`src/rtl/key_repeat_ctrl_pkg.sv`:
```
// Shared definitions for the key repeat controller: channel FSM encoding,
// channel indices and default timing at a 50 MHz system clock.
package key_repeat_ctrl_pkg;

  typedef enum logic [1:0] {
    ST_IDLE     = 2'd0,
    ST_DAS_WAIT = 2'd1,
    ST_REPEAT   = 2'd2
  } ch_state_e;

  localparam int unsigned NUM_CH  = 4;
  localparam int unsigned CH_LEFT  = 0;
  localparam int unsigned CH_RIGHT = 1;
  localparam int unsigned CH_ROT   = 2;
  localparam int unsigned CH_DROP  = 3;

  localparam int unsigned DEF_DEBOUNCE_CYCLES = 1000000;
  localparam int unsigned DEF_DAS_CYCLES      = 12500000;
  localparam int unsigned DEF_ARR_CYCLES      = 2500000;
  localparam logic [3:0]  DEF_REPEAT_MASK     = 4'b0011;

  function automatic int unsigned max3(input int unsigned a, input int unsigned b,
                                       input int unsigned c);
    int unsigned m;
    m = (a > b) ? a : b;
    return (m > c) ? m : c;
  endfunction

endpackage

```
`src/rtl/key_repeat_ctrl_channel.sv`:
```
// One key: 2-flop synchronizer, debounce, press/DAS/repeat FSM. The move
// request is exported unregistered so the top can gate left/right together.
module key_channel
  import key_repeat_ctrl_pkg::*;
#(
  parameter int unsigned DEBOUNCE_CYCLES = DEF_DEBOUNCE_CYCLES,
  parameter int unsigned DAS_CYCLES      = DEF_DAS_CYCLES,
  parameter int unsigned ARR_CYCLES      = DEF_ARR_CYCLES,
  parameter bit          REPEAT_EN       = 1'b1
) (
  input  logic clk,
  input  logic resetn,
  input  logic i_key_n,
  output logic o_level,
  output logic o_pulse_c
);

  localparam int unsigned CNT_W = $clog2(max3(DEBOUNCE_CYCLES, DAS_CYCLES, ARR_CYCLES)) + 1;
  localparam logic [CNT_W-1:0] DEB_MAX  = CNT_W'(DEBOUNCE_CYCLES);
  localparam logic [CNT_W-1:0] DAS_LAST = CNT_W'(DAS_CYCLES - 1);
  localparam logic [CNT_W-1:0] ARR_LAST = CNT_W'(ARR_CYCLES - 1);

  logic             r_sync1;
  logic             r_sync2;
  logic             r_level;
  logic [CNT_W-1:0] r_deb_cnt;
  ch_state_e        r_state;
  ch_state_e        w_state_nxt;
  logic [CNT_W-1:0] r_hold;
  logic [CNT_W-1:0] w_hold_nxt;
  logic             w_pulse_nxt;
  logic             w_differ;
  logic             w_deb_done;
  logic             w_rise;
  logic             w_fall;

  // Inverted ahead of the first flop so the reset value 0 means "not pressed".
  always_ff @(posedge clk or negedge resetn) begin
    if (!resetn) begin
      r_sync1 <= 1'b0;
      r_sync2 <= 1'b0;
    end else begin
      r_sync1 <= ~i_key_n;
      r_sync2 <= r_sync1;
    end
  end

  assign w_differ   = r_sync2 ^ r_level;
  assign w_deb_done = w_differ && (r_deb_cnt == DEB_MAX);
  assign w_rise     = w_deb_done && !r_level;
  assign w_fall     = w_deb_done && r_level;

  // Debounce: count consecutive disagreeing cycles, toggle level at the limit.
  always_ff @(posedge clk or negedge resetn) begin
    if (!resetn) begin
      r_level   <= 1'b0;
      r_deb_cnt <= '0;
    end else if (!w_differ) begin
      r_deb_cnt <= '0;
    end else if (w_deb_done) begin
      r_deb_cnt <= '0;
      r_level   <= ~r_level;
    end else begin
      r_deb_cnt <= r_deb_cnt + CNT_W'(1);
    end
  end

  always_ff @(posedge clk or negedge resetn) begin
    if (!resetn) begin
      r_state <= ST_IDLE;
      r_hold  <= '0;
    end else begin
      r_state <= w_state_nxt;
      r_hold  <= w_hold_nxt;
    end
  end

  // Release wins over a repeat due in the same cycle; the hold timer saturates.
  always_comb begin
    w_state_nxt = r_state;
    w_hold_nxt  = r_hold;
    w_pulse_nxt = 1'b0;
    if (w_fall) begin
      w_state_nxt = ST_IDLE;
      w_hold_nxt  = '0;
    end else begin
      case (r_state)
        ST_IDLE: begin
          if (w_rise) begin
            w_state_nxt = ST_DAS_WAIT;
            w_hold_nxt  = '0;
            w_pulse_nxt = 1'b1;
          end
        end
        ST_DAS_WAIT: begin
          if (r_hold >= DAS_LAST) begin
            if (REPEAT_EN) begin
              w_state_nxt = ST_REPEAT;
              w_hold_nxt  = '0;
              w_pulse_nxt = 1'b1;
            end
          end else begin
            w_hold_nxt = r_hold + CNT_W'(1);
          end
        end
        ST_REPEAT: begin
          if (r_hold >= ARR_LAST) begin
            w_hold_nxt  = '0;
            w_pulse_nxt = 1'b1;
          end else begin
            w_hold_nxt = r_hold + CNT_W'(1);
          end
        end
        default: begin
          w_state_nxt = ST_IDLE;
          w_hold_nxt  = '0;
        end
      endcase
    end
  end

  assign o_level   = r_level;
  assign o_pulse_c = w_pulse_nxt;

endmodule

```
`src/rtl/key_repeat_ctrl.sv`:
```
// Four debounced, auto-repeating key channels; simultaneous left+right
// requests cancel so the move mux never sees a contradictory command.
module key_repeat_ctrl
  import key_repeat_ctrl_pkg::*;
#(
  parameter int unsigned DEBOUNCE_CYCLES = DEF_DEBOUNCE_CYCLES,
  parameter int unsigned DAS_CYCLES      = DEF_DAS_CYCLES,
  parameter int unsigned ARR_CYCLES      = DEF_ARR_CYCLES,
  parameter logic [3:0]  REPEAT_MASK     = DEF_REPEAT_MASK
) (
  input  logic       clk,
  input  logic       resetn,
  input  logic [3:0] key_n,
  output logic [3:0] level,
  output logic [3:0] pulse
);

  logic [3:0] w_level;
  logic [3:0] w_pulse_c;
  logic [3:0] w_pulse_gated;
  logic [3:0] r_pulse;

  for (genvar gi = 0; gi < NUM_CH; gi++) begin : g_ch
    key_channel #(
      .DEBOUNCE_CYCLES (DEBOUNCE_CYCLES),
      .DAS_CYCLES      (DAS_CYCLES),
      .ARR_CYCLES      (ARR_CYCLES),
      .REPEAT_EN       (REPEAT_MASK[gi])
    ) u_ch (
      .clk       (clk),
      .resetn    (resetn),
      .i_key_n   (key_n[gi]),
      .o_level   (w_level[gi]),
      .o_pulse_c (w_pulse_c[gi])
    );
  end

  // Channel FSMs advance regardless; only the issued request is dropped.
  always_comb begin
    w_pulse_gated = w_pulse_c;
    if (w_pulse_c[CH_LEFT] && w_pulse_c[CH_RIGHT]) begin
      w_pulse_gated[CH_LEFT]  = 1'b0;
      w_pulse_gated[CH_RIGHT] = 1'b0;
    end
  end

  always_ff @(posedge clk or negedge resetn) begin
    if (!resetn) begin
      r_pulse <= '0;
    end else begin
      r_pulse <= w_pulse_gated;
    end
  end

  assign level = w_level;
  assign pulse = r_pulse;

endmodule

```
`config.mk`:
```
export PLATFORM = sky130hd
export DESIGN_NAME = key_repeat_ctrl
export DESIGN_NICKNAME = d
export VERILOG_FILES = /design/src/rtl/key_repeat_ctrl_pkg.sv /design/src/rtl/key_repeat_ctrl_channel.sv /design/src/rtl/key_repeat_ctrl.sv
export SDC_FILE = /design/constraint.sdc
export NUM_CORES = 1
export LEC_CHECK = 0
export ABC_CLOCK_PERIOD_IN_PS = 3900
export CAP_MARGIN = 20
export CORE_MARGIN = 4
export CORE_UTILIZATION = 60
export DETAILED_ROUTE_END_ITERATION = 10
export PLACE_DENSITY = 0.84
export SLEW_MARGIN = 20
export SYNTH_ARGS = -nofsm -noshare
export SYNTH_HDL_FRONTEND = slang
export SYNTH_SLANG_ARGS = --single-unit
```
`constraint.sdc`:
```
create_clock -name clk -period 3.9 [get_ports clk]
set_input_delay 0.78 -clock clk [delete_from_list [all_inputs] [get_ports clk]]
set_output_delay 0.78 -clock clk [all_outputs]
set_load 0.05 [all_outputs]
```
* Word level (Yosys, flattened, before mapping) *
Index checks and enable logic that the tools add are counted.
W data, S select, Z words.

operators by class
  add/subtract/negate cells = 8
  $lt $le $gt $ge = 8
  equal/unequal tests = 24
  mux-type cells = 61
  bitwise logic cells = 12
  reduce and logical (&&, ||, !) cells = 33

operators with widths
  kind                     count
  $mux W25                 24
  $pmux W25 S3             4
  $add A25 B1 Y25 const B  8
  $eq A25 B20 Y1 const B   4
  $ge A25 B22 Y1 const B   4
  $ge A25 B24 Y1 const B   4
  $mux W2                  11
  $ne A3 B1 Y1 const B     6
  $reduce_and A2 Y1        8
  $mux W1                  14
  $logic_and A1 B1 Y1      13
  $pmux W2 S3              2
  $eq A2 B1 Y1 const B     4
  $eq A2 B2 Y1 const B     4
  $logic_not A2 Y1         4
  $ne A2 B1 Y1 const B     4
  $not A1 Y1               8
  $pmux W2 S2              2
  $ne A3 B2 Y1 const B     2
  $pmux W1 S3              2
  $reduce_and A3 Y1        2
  $logic_not A1 Y1         4
  $pmux W1 S2              2
  $reduce_or A2 Y1         2
  $xor A1 B1 Y1            4

storage, ports and cells
  bits in registers = 224
  bits of input ports = 6
  output and inout port bits = 8
  logic and storage cells = 171

* Depth between registers and ports, before layout *
Gate-level depths: netlist of the first run.

  word-level depth = 8
  depth in mapped cells = 12
  depth with buffers taken out = 9

* Cells and area by module *
A second synthesis of the first run with hierarchy kept.

second synthesis, totals
  cells, all modules = 946
  area total of the unflattened synthesis = 9,335.2 um^2

by module, submodules not included
  module                          times used  cells each  area each (um^2)  seq. area each (um^2)
  key_channel (g_ch[0].u_ch ...)  2           320         3,094.2           1,376.3
  key_channel (g_ch[3].u_ch)      1           148         1,516.5           725.7
  key_channel (g_ch[2].u_ch)      1           152         1,515.2           725.7
  key_repeat_ctrl                 1           6           115.1             100.1

* Least setup slack after synthesis of the first run *
Ideal clock, no wire load.

  path type = register -> register
  start = reg g_ch[1].u_ch.r_hold[0]
  end = reg g_ch[1].u_ch.r_hold[7]
  setup time = 69 ps
  data arrival time = 2,491 ps
  required time = 3,831 ps
  setup slack = 1,340 ps
  cell stages (with the launch flop) = 10
  buffers on the path = 1
  clock period less this slack = 2,560 ps
  cell sequence = dfrtp_1 ha_1 and4_1 nand3_1 a311oi_1 or4b_1 a211o_4 buf_6 or3_1 nand3_1

on the way
  cells in the longest elaborated chain, start to end = 4
  elaborated cells on any way between the ends = 7
  those cells by class = 1 x add/sub; 2 x order compare; 4 x mux

ends and longest elaborated chain
  element                                        RTL line                                                        text
  start: declaration                             key_repeat_ctrl_channel.sv:29                                   logic [CNT_W-1:0] r_hold;
  start signal: assignment                       key_repeat_ctrl_channel.sv:74                                   r_hold <= w_hold_nxt;
  $add A25 B1 Y25, or another cell as far along  key_repeat_ctrl_channel.sv:103, key_repeat_ctrl_channel.sv:111
  $mux W25, on equally long branches             key_repeat_ctrl_channel.sv:107, key_repeat_ctrl_channel.sv:96
  $pmux W25 S3 *                                 key_repeat_ctrl_channel.sv:87                                   case (r_state)
  $mux W25 *                                     key_repeat_ctrl_channel.sv:83                                   if (w_fall) begin

Mark *: on every way between the ends. The rest lies on a longest branch, timed or not.
A chain may end at the register's enable or synchronous reset.

* Worst setup path after layout of the first run *
  start = reg g_ch[0].u_ch.r_hold[19]
  end = reg g_ch[0].u_ch.r_hold[23]

on the way
  cells in the longest elaborated chain, start to end = 4
  elaborated cells on any way between the ends = 7
  those cells by class = 1 x add/sub; 2 x order compare; 4 x mux

ends and longest elaborated chain
  element                                        RTL line
  start: declaration                             key_repeat_ctrl_channel.sv:29
  start signal: assignment                       key_repeat_ctrl_channel.sv:74
  $add A25 B1 Y25, or another cell as far along  key_repeat_ctrl_channel.sv:103, key_repeat_ctrl_channel.sv:111
  $mux W25, on equally long branches             key_repeat_ctrl_channel.sv:107, key_repeat_ctrl_channel.sv:96
  $pmux W25 S3 *                                 key_repeat_ctrl_channel.sv:87
  $mux W25 *                                     key_repeat_ctrl_channel.sv:83

Marks and branches as above.

==> run summary, run 1 <==
* finished, final reports clean — outcome
* 0 — number of antenna diodes
* 65 — number of distinct library cells after synthesis
* 1013 — Syn Nets
* 4.25 ns — required time of the critical path
* register — element type at the critical path end
* 131 um — Die Width
* 0 — setup bufs post-CTS
* built — clock tree from TritonCTS
* 0.333 mV — VDD IR max
* 12.0 mm — Post-DP HPWL
* 0 — number of flops mapped to enable cells by yosys
* 172 — #FFs+latches synth
* 32.2 mm — global-route wire length before repair
* 3.02 ns — Tmin final
* 17.8 mm — final wirelength
* g_ch[0].u_ch.r_hold[19] — Worst setup startpoint
* 1016 — number of nets in the layout
* 22.0% — Tot GR Track Use
* 3.36 ns — Critical Path AT
* 44 — number of placement rows
* g_ch[0].u_ch.r_hold[23] — FF-to-FF End
* 172 — number of sinks handled by clock tree synthesis
* 7108 — routed vias
* 7 — drt first pass iters
* 17200 um2 — Die Area
* g_ch[0].u_ch.r_hold[19] — start of the worst register-to-register path
* dfrtp_1 — library cell occupying the most area in the post-synthesis netlist
* 0.349 ns — minimum hold slack
* 4 — htree depth
* 2.83 mW — cell internal pwr
* dfrtp_1, xor2_1, nor2_1 — cell types occupying the most area after synthesis
* 100% — Async SR Flop Fraction
* 494 — initial drt markers
* 5.98 — routed vias/inst
* 84 — pin count of the biggest net entering global routing
* 989 — synthesized instance count
* 0 — remaining design rule violation count
* 9120 um2 — Netlist Area Pre-Place
* 6940 — via count of the first global-routing pass
* false — setup repair after global routing missed its margin
* 0 — Post-CTS Hold Fix Bufs
* 0 — number of max-slew violations in the final report
* 14 — num ports
* register — startpoint class of the critical path
* 0.88 ns — Reg2Reg Setup Slack
* 0.883 ns — Worst Setup Slack, final
* 0.765 mW — Net Switching
* clkbuf_16 — root buf cell
* 0 — YS warnings
* 2 — CTS max path bufs
* 0 — count of nets left with antenna violations after detail routing
* 21 — Max FO, Critical Path
* 0 ns — setup TNS
* 0 — antenna violations before repair
* 131 um — Die Ht
* 3.60 mW — overall power of the completed layout
* 1097 — fill count
* 0.865 ns — transition time at the pin with the least slew margin
* 9.22 um2 — Avg Inst Size Synth
* 62.1% — initial cell density of the core
* 0.43 ns — Clk Latency, worst-skew pair
* 47.2% — fraction of synthesized cell area taken by the top area cell type
* 0.904 — routability-driven placement congestion ratio
* or4_1 — CP max stage cell
* or4_1 -> a211o_1 -> a21oi_2 -> o2111ai_2 -> a21oi_2 -> buf_4 -> nand2_1 -> o22ai_1 — critical-path cell list
* 2.5% — portion of total power attributed to combinational logic
* g_ch[0].u_ch.r_hold[23] — Critical Path End
* 47.2% — sequential area share after synthesis
* 360 nW/um2 — power per cell area
* 331 MHz — Fmax achieved
* dfrtp_1 — ys flop type
* 0.00743 ns — Fin Clk Skew
* 0 — final setup violation count
* 9980 um2 — final cell area excluding filler cells
* 5.77% — fraction of layout cells with a size suffix above 1
* 0 — Hold Violations, Final
* 50.4% — sequential cell fraction of total power
* 0.933 ns — dpl ws
* a21oi_2 — Most common cell on crit path
* 0.58 ns — Slowest Stage Delay on Critical Path
* 17 — Inserted Clock Buffers
* reg2reg — path category of the worst min-delay check
* 13 — input/output buffers
* 9.41% — area grow syn2layout
* 42.0% — Slew HR
* 4.29 nW — leakage dissipation
* 15.0 um — average wire per cell in the routed design
* reg2reg — startpoint-to-endpoint class of the critical path
* 14700 um2 — core area
* 0 — max-capacitance violation count
* 0 — overall overflow remaining after global route
* 47.1% — clock network power share
* 0.06 ns — Clock transition at path regs
* 77.4% — post-route fraction of the period consumed by the critical path
* 0 — post_cts resized
* 9380 um2 — DP Area
* 21.3% — Switching Share
* 8 — number of cells traversed by the worst register-to-register path
-- sequential cells by signal, summed over array words and instances, names as in the netlist --
signal,flops
g_ch.u_ch.r_sync1,4
g_ch.u_ch.r_state,6
g_ch.u_ch.r_deb_cnt,100
g_ch.u_ch.r_hold,50
g_ch.u_ch.o_level,4
pulse,4
g_ch.u_ch.r_sync2,4
-- per-stage QoR --
step / utilization, % / std cells
final: 67.9 / 1189
after global routing: 67.9 / 1189
after CTS: 67.9 / 1189
after detailed placement: 63.8 / 1157
after global placement: 63.8 / 1157
after floorplan: - / 989
-- cells by family (layout without fill, tap and decap cells) --
| logic type | Yosys count | count (layout) | share of synthesized area, % |
|---|---|---|---|
| AOI/OAI and AO/OA | 114 | 114 | 8.38 |
| xor gates and xnor gates | 96 | 96 | 9.22 |
| muxes | 4 | 4 | 0.439 |
| and+or+nand+nor | 512 | 512 | 28.8 |
| DFF | 172 | 172 | 47.2 |
| adders and majority gates | 18 | 18 | 2.47 |
| buffers and inverters | 73 | 89 | 3.55 |
-- Yosys cell counts (all sizes together) (17+ instances only) --
cell type    n
ha          18
nor4        17
nor3        28
or3         25
xnor2       28
o21ai       35
clkbuf      25
nor2       132
nand2       89
a21oi       22
nand4       41
and3        32
inv         34
dfrtp      172
nand3       87
xor2        68
-- area by class of cell --
cell class	count	area [um2]	area share [%]
tap	184	230	2.31
multi-input combinational	744	4500	45.1
sequential	172	4300	43.1
clock buffer	22	484	4.85
clock inverter	10	114	1.14
inverter	34	128	1.28
timing repair buffer	23	219	2.19
-- worst max-delay path: cells and delay by family, from the launching register on --
| kind | cells | cell delay (ns) |
|---|---|---|
| buf+inv | 1 | 0.32 |
| flops | 1 | 0.46 |
| compound gates | 5 | 1.37 |
| simple gates | 2 | 0.78 |
-- cells in the final DEF, fill, tap and decap left out, drive strengths merged, types with 4 or more instances in the layout --
cell	count
a211o	4
a211oi	9
a21oi	22
a221o	4
a31oi	8
and2	12
and3	32
and4	10
buf	11
clkbuf	22
clkdlybuf4s50	12
clkinv	4
clkinvlp	4
dfrtp	172
ha	18
inv	34
mux2i	4
nand2	89
nand2b	7
nand3	87
nand4	41
nor2	132
nor3	28
nor4	17
nor4b	8
nor4bb	5
o21a	5
o21ai	35
o31ai	4
or2	4
or3	25
or4	4
xnor2	28
xor2	68
-- worst min path at each step --
stage | startpoint | endpoint | slack, ns | depth (start not counted)
global placement | g_ch[1].u_ch.r_sync1 | g_ch[1].u_ch.r_sync2 | 0.33 | 0
finish | g_ch[0].u_ch.r_sync1 | g_ch[0].u_ch.r_sync2 | 0.35 | 0
CTS | g_ch[0].u_ch.r_sync1 | g_ch[0].u_ch.r_sync2 | 0.35 | 0
global route | g_ch[0].u_ch.r_sync1 | g_ch[0].u_ch.r_sync2 | 0.36 | 0
detailed placement | g_ch[0].u_ch.r_sync1 | g_ch[0].u_ch.r_sync2 | 0.33 | 0
floorplan | g_ch[0].u_ch.r_sync1 | g_ch[0].u_ch.r_sync2 | 0.33 | 0
-- power groups by stage --
stage                     sequential (mW)  clock, mW  combinational (mW)
after CTS                            1.81       1.73              0.0927
after global placement               1.85          0              0.0901
after detailed placement             1.85          0              0.0923
after global routing                 1.81       1.81               0.104
after floorplan                      1.84          0              0.0393
final                                1.81       1.69              0.0884
-- metal layers --
metal  global-route usage, %  part of all wire (%)  vias to the layer above
met5                       0                     0                        -
met4                    7.93                   1.8                        0
met3                    4.55                   3.8                       35
met2                    35.1                    48                      128
met1                    30.1                    46                     3444
li1                        -                     -                     3501
Power figures use the tool's default switching activity.
==> run 2: changes to the inputs <==
--- a/config.mk
+++ b/config.mk
@@ -5,7 +5,7 @@
 export SDC_FILE = /design/constraint.sdc
 export NUM_CORES = 1
 export LEC_CHECK = 0
-export ABC_CLOCK_PERIOD_IN_PS = 3900
+export ABC_CLOCK_PERIOD_IN_PS = 2800
 export CAP_MARGIN = 20
 export CORE_MARGIN = 4
 export CORE_UTILIZATION = 60
==> constraint.sdc (replaced) <==
create_clock -name clk -period 2.8 [get_ports clk]
set_input_delay 0.56 -clock clk [delete_from_list [all_inputs] [get_ports clk]]
set_output_delay 0.56 -clock clk [all_outputs]
set_load 0.05 [all_outputs]
==> run 2 against run 1 <==
Compared with the run above: total power increased by 40%; fmax increased by 14%; via count increased by 2.0%; final cell count increased by 1.3%.
==> run summary, run 2 (synthesis gave the netlist of run 1 again) <==
* finished, final reports clean — outcome
* 3.01 ns — Critical Path AT
* 0.878 — routability-driven placement congestion ratio
* 62 — pin count of the biggest net entering global routing
* 1204 — Layout Cells excl Fill
* 9.33 mm — Met2 Routed Length
* 0 — setup bufs post-CTS
* 10.8% — area grow syn2layout
* 0.00671 ns — Fin Clk Skew
* 3.16 ns — required time of the critical path
* 0 — overall overflow remaining after global route
* 10100 um2 — final cell area excluding filler cells
* 8.40 mm — M1 wire length
* 8 — number of cells traversed by the worst register-to-register path
* or4b_1 — CP max stage cell
* met4 — top layer used by detailed routing
* 0.43 ns — Clk Latency, worst-skew pair
* 31.9% — Slew HR
* 13 — input/output buffers
* 0 — number of buffer and inverter instances along the worst setup path
* g_ch.u_ch.r_deb_cnt x100, g_ch.u_ch.r_hold x50, g_ch.u_ch.r_state x6 — biggest regs
* dfrtp_1 — most common cell after layout, fill and taps aside
* 172 — number of sinks handled by clock tree synthesis
* 12.6 mm — Post-DP HPWL
* 4.37 nW — leakage dissipation
* 2.64 ns — Tmin final
* ha_1 -> and4_1 -> nand3_1 -> a311oi_1 -> or4b_1 -> a211o_4 -> or3_1 -> nand3_1 — critical-path cell list
* 62.1% — initial cell density of the core
* nand3_1 — Most common cell on crit path
* 18.7 mm — final wirelength
* 1.02 ns — transition time at the pin with the least slew margin
* reg2reg — startpoint-to-endpoint class of the critical path
* 131 um — Die Width
* 0 — antenna violations before repair
* 0 — remaining design rule violation count
* clkbuf_16 — root buf cell
* 7248 — routed vias
* 4 — htree depth
* 1033 — number of nets in the layout
* 6.02 — routed vias/inst
* dfrtp_1, nor2_1, nand2_1, nand3_1, xor2_1 — top library cells by usage in the layout, fill and taps aside
* 0 — number of antenna diodes
* 585 — initial drt markers
* 1174 — post-placement cell count
* 498 nW/um2 — power per cell area
* 760 um — WL met3
* 0 — count of nets left with antenna violations after detail routing
* 0 — max-capacitance violation count
* 2 — CTS max path bufs
* register — element type at the critical path end
* 15.6 um — average wire per cell in the routed design
* g_ch.u_ch.r_deb_cnt — top register by number of flip-flops
* built — clock tree from TritonCTS
* 5 — drt first pass iters
* 0 — Hold Violations, Final
* false — setup repair after global routing missed its margin
* 17200 um2 — Die Area
* 9520 um2 — DP Area
* 100 — flip-flop count of the largest register, all copies and words added
* 17 — Max FO, Critical Path
* 0 ns — setup TNS
* 17 — Inserted Clock Buffers
* 6.86% — fraction of layout cells with a size suffix above 1
* 0.158 ns — Worst Setup Slack, final
* in2async — path category of the worst min-delay check
* 22.4% — Tot GR Track Use
* 131 um — Die Ht
* 0 — number of max-slew violations in the final report
* 0 — post_cts resized
* 0 — final setup violation count
* 0.173 ns — dpl ws
* 0.450 mV — VDD IR max
* 32.7 mm — global-route wire length before repair
* simple AND/OR/NAND/NOR gates — Worst path top cell family by delay
* 378 MHz — Fmax achieved
* 0 — Post-CTS Hold Fix Bufs
* 0.06 ns — Clock transition at path regs
* 44 — number of placement rows
* 14700 um2 — core area
* register — startpoint class of the critical path
* 8 — CP Depth
* 94.4% — post-route fraction of the period consumed by the critical path
* 14 — num ports
* 0.59 ns — Slowest Stage Delay on Critical Path
* 6929 — via count of the first global-routing pass
==> run 2: cell type report <==
type                       instances  area [um2]
tap                              184         230
clock inverter                     7         115
fill                            1077        4590
timing repair buffer              40         359
clock buffer                      23         468
sequential                       172        4300
inverter                          34         128
multi-input combinational        744        4500
==> run 2: layer usage <==
layer | track usage (%) | vias up
li1 | - | 3516
met1 | 29.9 | 3548
met2 | 37.4 | 158
met3 | 5.08 | 26
met4 | 6.01 | 0
met5 | 0 | -
==> run 2: power by group <==
| group | switching [mW] | internal [mW] | total [mW] |
|---|---|---|---|
| registers | 0.0195 | 2.51 | 2.52 |
| clock network | 0.932 | 1.44 | 2.37 |
| logic | 0.0970 | 0.0413 | 0.138 |
==> run 2: stage by stage <==
stage	hold WS [ns]	power (mW)	utilization, %
6_report	0.115	5.03	68.8
5_1_grt	0.157	5.19	68.8
4_1_cts	0.135	5.07	68.8
3_5_place_dp	0.338	2.71	64.8
3_3_place_gp	0.333	2.70	64.8
2_1_floorplan	0.264	2.62	-
==> run 2: final timing paths <==
| kind | startpoint | end | slack [ns] |
|---|---|---|---|
| max in group asynchronous | resetn | g_ch[0].u_ch.r_hold[12] | 1.98 |
| min | resetn | g_ch[2].u_ch.r_deb_cnt[2] | 0.12 |
| min in group clk | g_ch[3].u_ch.r_sync1 | g_ch[3].u_ch.r_sync2 | 0.35 |
| min reg2reg | g_ch[3].u_ch.r_sync1 | g_ch[3].u_ch.r_sync2 | 0.35 |
| max | g_ch[1].u_ch.r_hold[0] | g_ch[1].u_ch.r_hold[8] | 0.16 |
| max reg2reg | g_ch[1].u_ch.r_hold[0] | g_ch[1].u_ch.r_hold[8] | 0.16 |
==> run 2: worst register-to-register path, delay by kind of cell (launching register included) <==
kind / cells / cell delay [ns]
DFF: 1 / 0.40
adders and majority gates: 1 / 0.24
and+or+nand+nor: 5 / 1.39
AOI/OAI and AO/OA: 2 / 0.55
==> run 3: changes to the inputs <==
--- a/config.mk
+++ b/config.mk
@@ -5,12 +5,12 @@
 export SDC_FILE = /design/constraint.sdc
 export NUM_CORES = 1
 export LEC_CHECK = 0
+export ABC_AREA = 1
 export ABC_CLOCK_PERIOD_IN_PS = 2800
-export CAP_MARGIN = 20
 export CORE_MARGIN = 4
 export CORE_UTILIZATION = 60
 export DETAILED_ROUTE_END_ITERATION = 10
-export PLACE_DENSITY = 0.84
+export PLACE_DENSITY = 0.77
 export SLEW_MARGIN = 20
 export SYNTH_ARGS = -nofsm -noshare
 export SYNTH_HDL_FRONTEND = slang
==> run 3 against run 2 <==
Compared with the run above: clock power shrank 13%; count of clock-buffer cells in the layout is 2 lower; core utilization is 3.0 points lower; flip-flop and latch count unchanged; register-to-register slack better by 0.23 ns; global-route usage up 1.9 points; via count increased by 30%; sequential share of layout area down 4.6 points; combinational power increased by 9%; hold slack worse by 0.070 ns; critical path depth increased by 2.
==> run summary, run 3 <==
* finished, final reports clean — outcome
* 140 um — Die Width
* false — setup repair after global routing missed its margin
* 0.921 — routability-driven placement congestion ratio
* in2async — path category of the worst min-delay check
* 1707 — post-placement cell count
* 0 — Hold Violations, Final
* 0.43 ns — Clk Latency, worst-skew pair
* 50 — pin count of the biggest net entering global routing
* ha_1 -> nand2_1 -> nor2_1 -> nand3_1 -> nor2_1 -> nand2_1 -> nand3_1 -> o21ai_2 -> nand2_1 -> o21ai_0 — critical-path cell list
* 0 — YS warnings
* 729 — initial drt markers
* 65.7% — Layout Utilization
* 17 — Max FO, Critical Path
* 13.2 um — average wire per cell in the routed design
* 41.0% — fraction of synthesized cell area taken by the top area cell type
* 0 — overall overflow remaining after global route
* 2.42 ns — Tmin final
* g_ch.u_ch.r_deb_cnt — top register by number of flip-flops
* 5.23 nW — leakage dissipation
* 0 — remaining design rule violation count
* 24.3% — Tot GR Track Use
* 7.07 um2 — Avg Inst Size Synth
* 0 — number of antenna diodes
* 42.8% — Slew HR
* 100% — Async SR Flop Fraction
* 10500 um2 — Netlist Area Pre-Place
* 1519 — fill count
* 0 — number of max-slew violations in the final report
* 60.9% — initial cell density of the core
* 5 — drt first pass iters
* nand2_1 — Most common cell on crit path
* dfrtp_1, nand2_1, nor2_1 — cell types occupying the most area after synthesis
* 0 — number of buffer and inverter instances along the worst setup path
* 0 — final setup violation count
* nand2_1 — most common cell after layout, fill and taps aside
* 0.855 ns — transition time at the pin with the least slew margin
* 0.06 ns — Clock transition at path regs
* 86.3% — post-route fraction of the period consumed by the critical path
* nand2_1 — most used standard cell by instance count after synthesis
* 1736 — Layout Cells excl Fill
* clkbuf_16 — root buf cell
* 419 nW/um2 — power per cell area
* 0 — Post-CTS Hold Fix Bufs
* 7.99% — area grow syn2layout
* 0.38 ns — Reg2Reg Setup Slack
* 48 — number of placement rows
* 23.0 mm — final wirelength
* 0 — post_cts resized
* dfrtp_1 — ys flop type
* 4.75 mW — overall power of the completed layout
* 100 — flip-flop count of the largest register, all copies and words added
* 1485 — synthesized instance count
* 5.42 — routed vias/inst
* 414 MHz — Fmax achieved
* register — element type at the critical path end
* 172 — number of sinks handled by clock tree synthesis
* 140 um — Die Ht
* 172 — #FFs+latches synth
* nand2_1, nor2_1, inv_1, dfrtp_1, nand3_1 — top library cells by usage in the layout, fill and taps aside
* compound AO/OA/AOI/OAI gates — Worst path top cell family by delay
* 17200 um2 — core area
* 0.377 ns — dpl ws
* 0.423 mV — VDD IR max
* 17 — Inserted Clock Buffers
* g_ch.u_ch.r_deb_cnt x100, g_ch.u_ch.r_hold x50, g_ch.u_ch.r_state x6 — biggest regs
* 0 ns — setup TNS
* 1509 — Syn Nets
* 0 — count of nets left with antenna violations after detail routing
* 13 — input/output buffers
* 5.29% — fraction of layout cells with a size suffix above 1
* 5260 um2 — Multi-input gate area
* 19700 um2 — Die Area
* register — startpoint class of the critical path
* 40.2 mm — global-route wire length before repair
* 4300 um2 — sequential cell area in the final layout
* 8828 — via count of the first global-routing pass
* 2 — CTS max path bufs
* 2.75 ns — Critical Path AT
* o21ai_2 — CP max stage cell
* 10 — number of cells traversed by the worst register-to-register path
* 0.385 ns — Worst Setup Slack, final
* 3.14 ns — required time of the critical path
* 41.0% — sequential area share after synthesis
* nand2_1, nor2_1, inv_1 — most used standard cells in the synthesized netlist
* 40 — number of distinct library cells after synthesis
* 9408 — routed vias
* 0 — number of flops mapped to enable cells by yosys
* 0 — setup bufs post-CTS
* g_ch[1].u_ch.r_hold[0] — FF-to-FF End
* 0 — antenna violations before repair
* 0.62 ns — Slowest Stage Delay on Critical Path
* dfrtp_1 — library cell occupying the most area in the post-synthesis netlist
* 1525 — number of nets in the layout
* g_ch[1].u_ch.r_hold[0] — start of the worst register-to-register path
* 0.0103 ns — Fin Clk Skew
* built — clock tree from TritonCTS
* 17.0 mm — Post-DP HPWL
* 0 — max-capacitance violation count
* 14 — num ports
* 4 — htree depth
* reg2reg — startpoint-to-endpoint class of the critical path
## run 3: per-layer routing
layer	track usage (%)	part of all wire, %	up-vias
li1	-	-	4773
met2	37.9	46	258
met1	35.4	48	4343
met3	3.72	5.1	34
met5	0	0	-
met4	7.14	1.2	0
## run 3: worst max-delay path by stage
stage | from | end | slack (ns) | cells after the start
final | g_ch[1].u_ch.r_hold[0] | g_ch[1].u_ch.r_hold[0] | 0.38 | 10
after global routing | g_ch[1].u_ch.r_hold[0] | g_ch[1].u_ch.r_hold[0] | 0.05 | 10
after CTS | g_ch[1].u_ch.r_hold[0] | g_ch[1].u_ch.r_hold[0] | 0.38 | 10
after detailed placement | g_ch[1].u_ch.r_hold[0] | g_ch[1].u_ch.r_hold[2] | 0.38 | 10
after global placement | g_ch[1].u_ch.r_hold[0] | g_ch[1].u_ch.r_hold[2] | 0.49 | 10
after floorplan | g_ch[1].u_ch.r_hold[0] | g_ch[1].u_ch.r_hold[18] | 1.07 | 13
## run 3: metrics by stage
step | area (um2) | hold slack [ns]
after global routing | 11300 | 0.0669
after floorplan | 10500 | 0.264
after detailed placement | 10800 | 0.337
after global placement | 10800 | 0.333
after CTS | 11300 | 0.0563
final | 11300 | 0.0449
## run 3: logic make-up after synthesis
family	Yosys count	share of synthesized area, %
buffers and inverters	232	8.90
adders and majority gates	18	2.15
xor gates and xnor gates	50	4.25
and+or+nand+nor	865	35.8
AOI/OAI and AO/OA	148	7.87
DFF	172	41.0
## run 3: power by group
group	switching, mW	internal, mW	total, mW
logic	0.107	0.0442	0.151
clock network	0.940	1.13	2.07
registers	0.0160	2.51	2.52
total	1.06	3.68	4.75
## run 3: final cells by class
| class | count | area share (%) |
|---|---|---|
| inverters | 207 | 6.88 |
| clock buffers | 21 | 3.98 |
| flip-flops and latches | 172 | 38.0 |
| clock inverters | 8 | 0.431 |
| well taps | 225 | 2.48 |
| repair buffers | 22 | 1.87 |
| multi-input cells | 1081 | 46.4 |
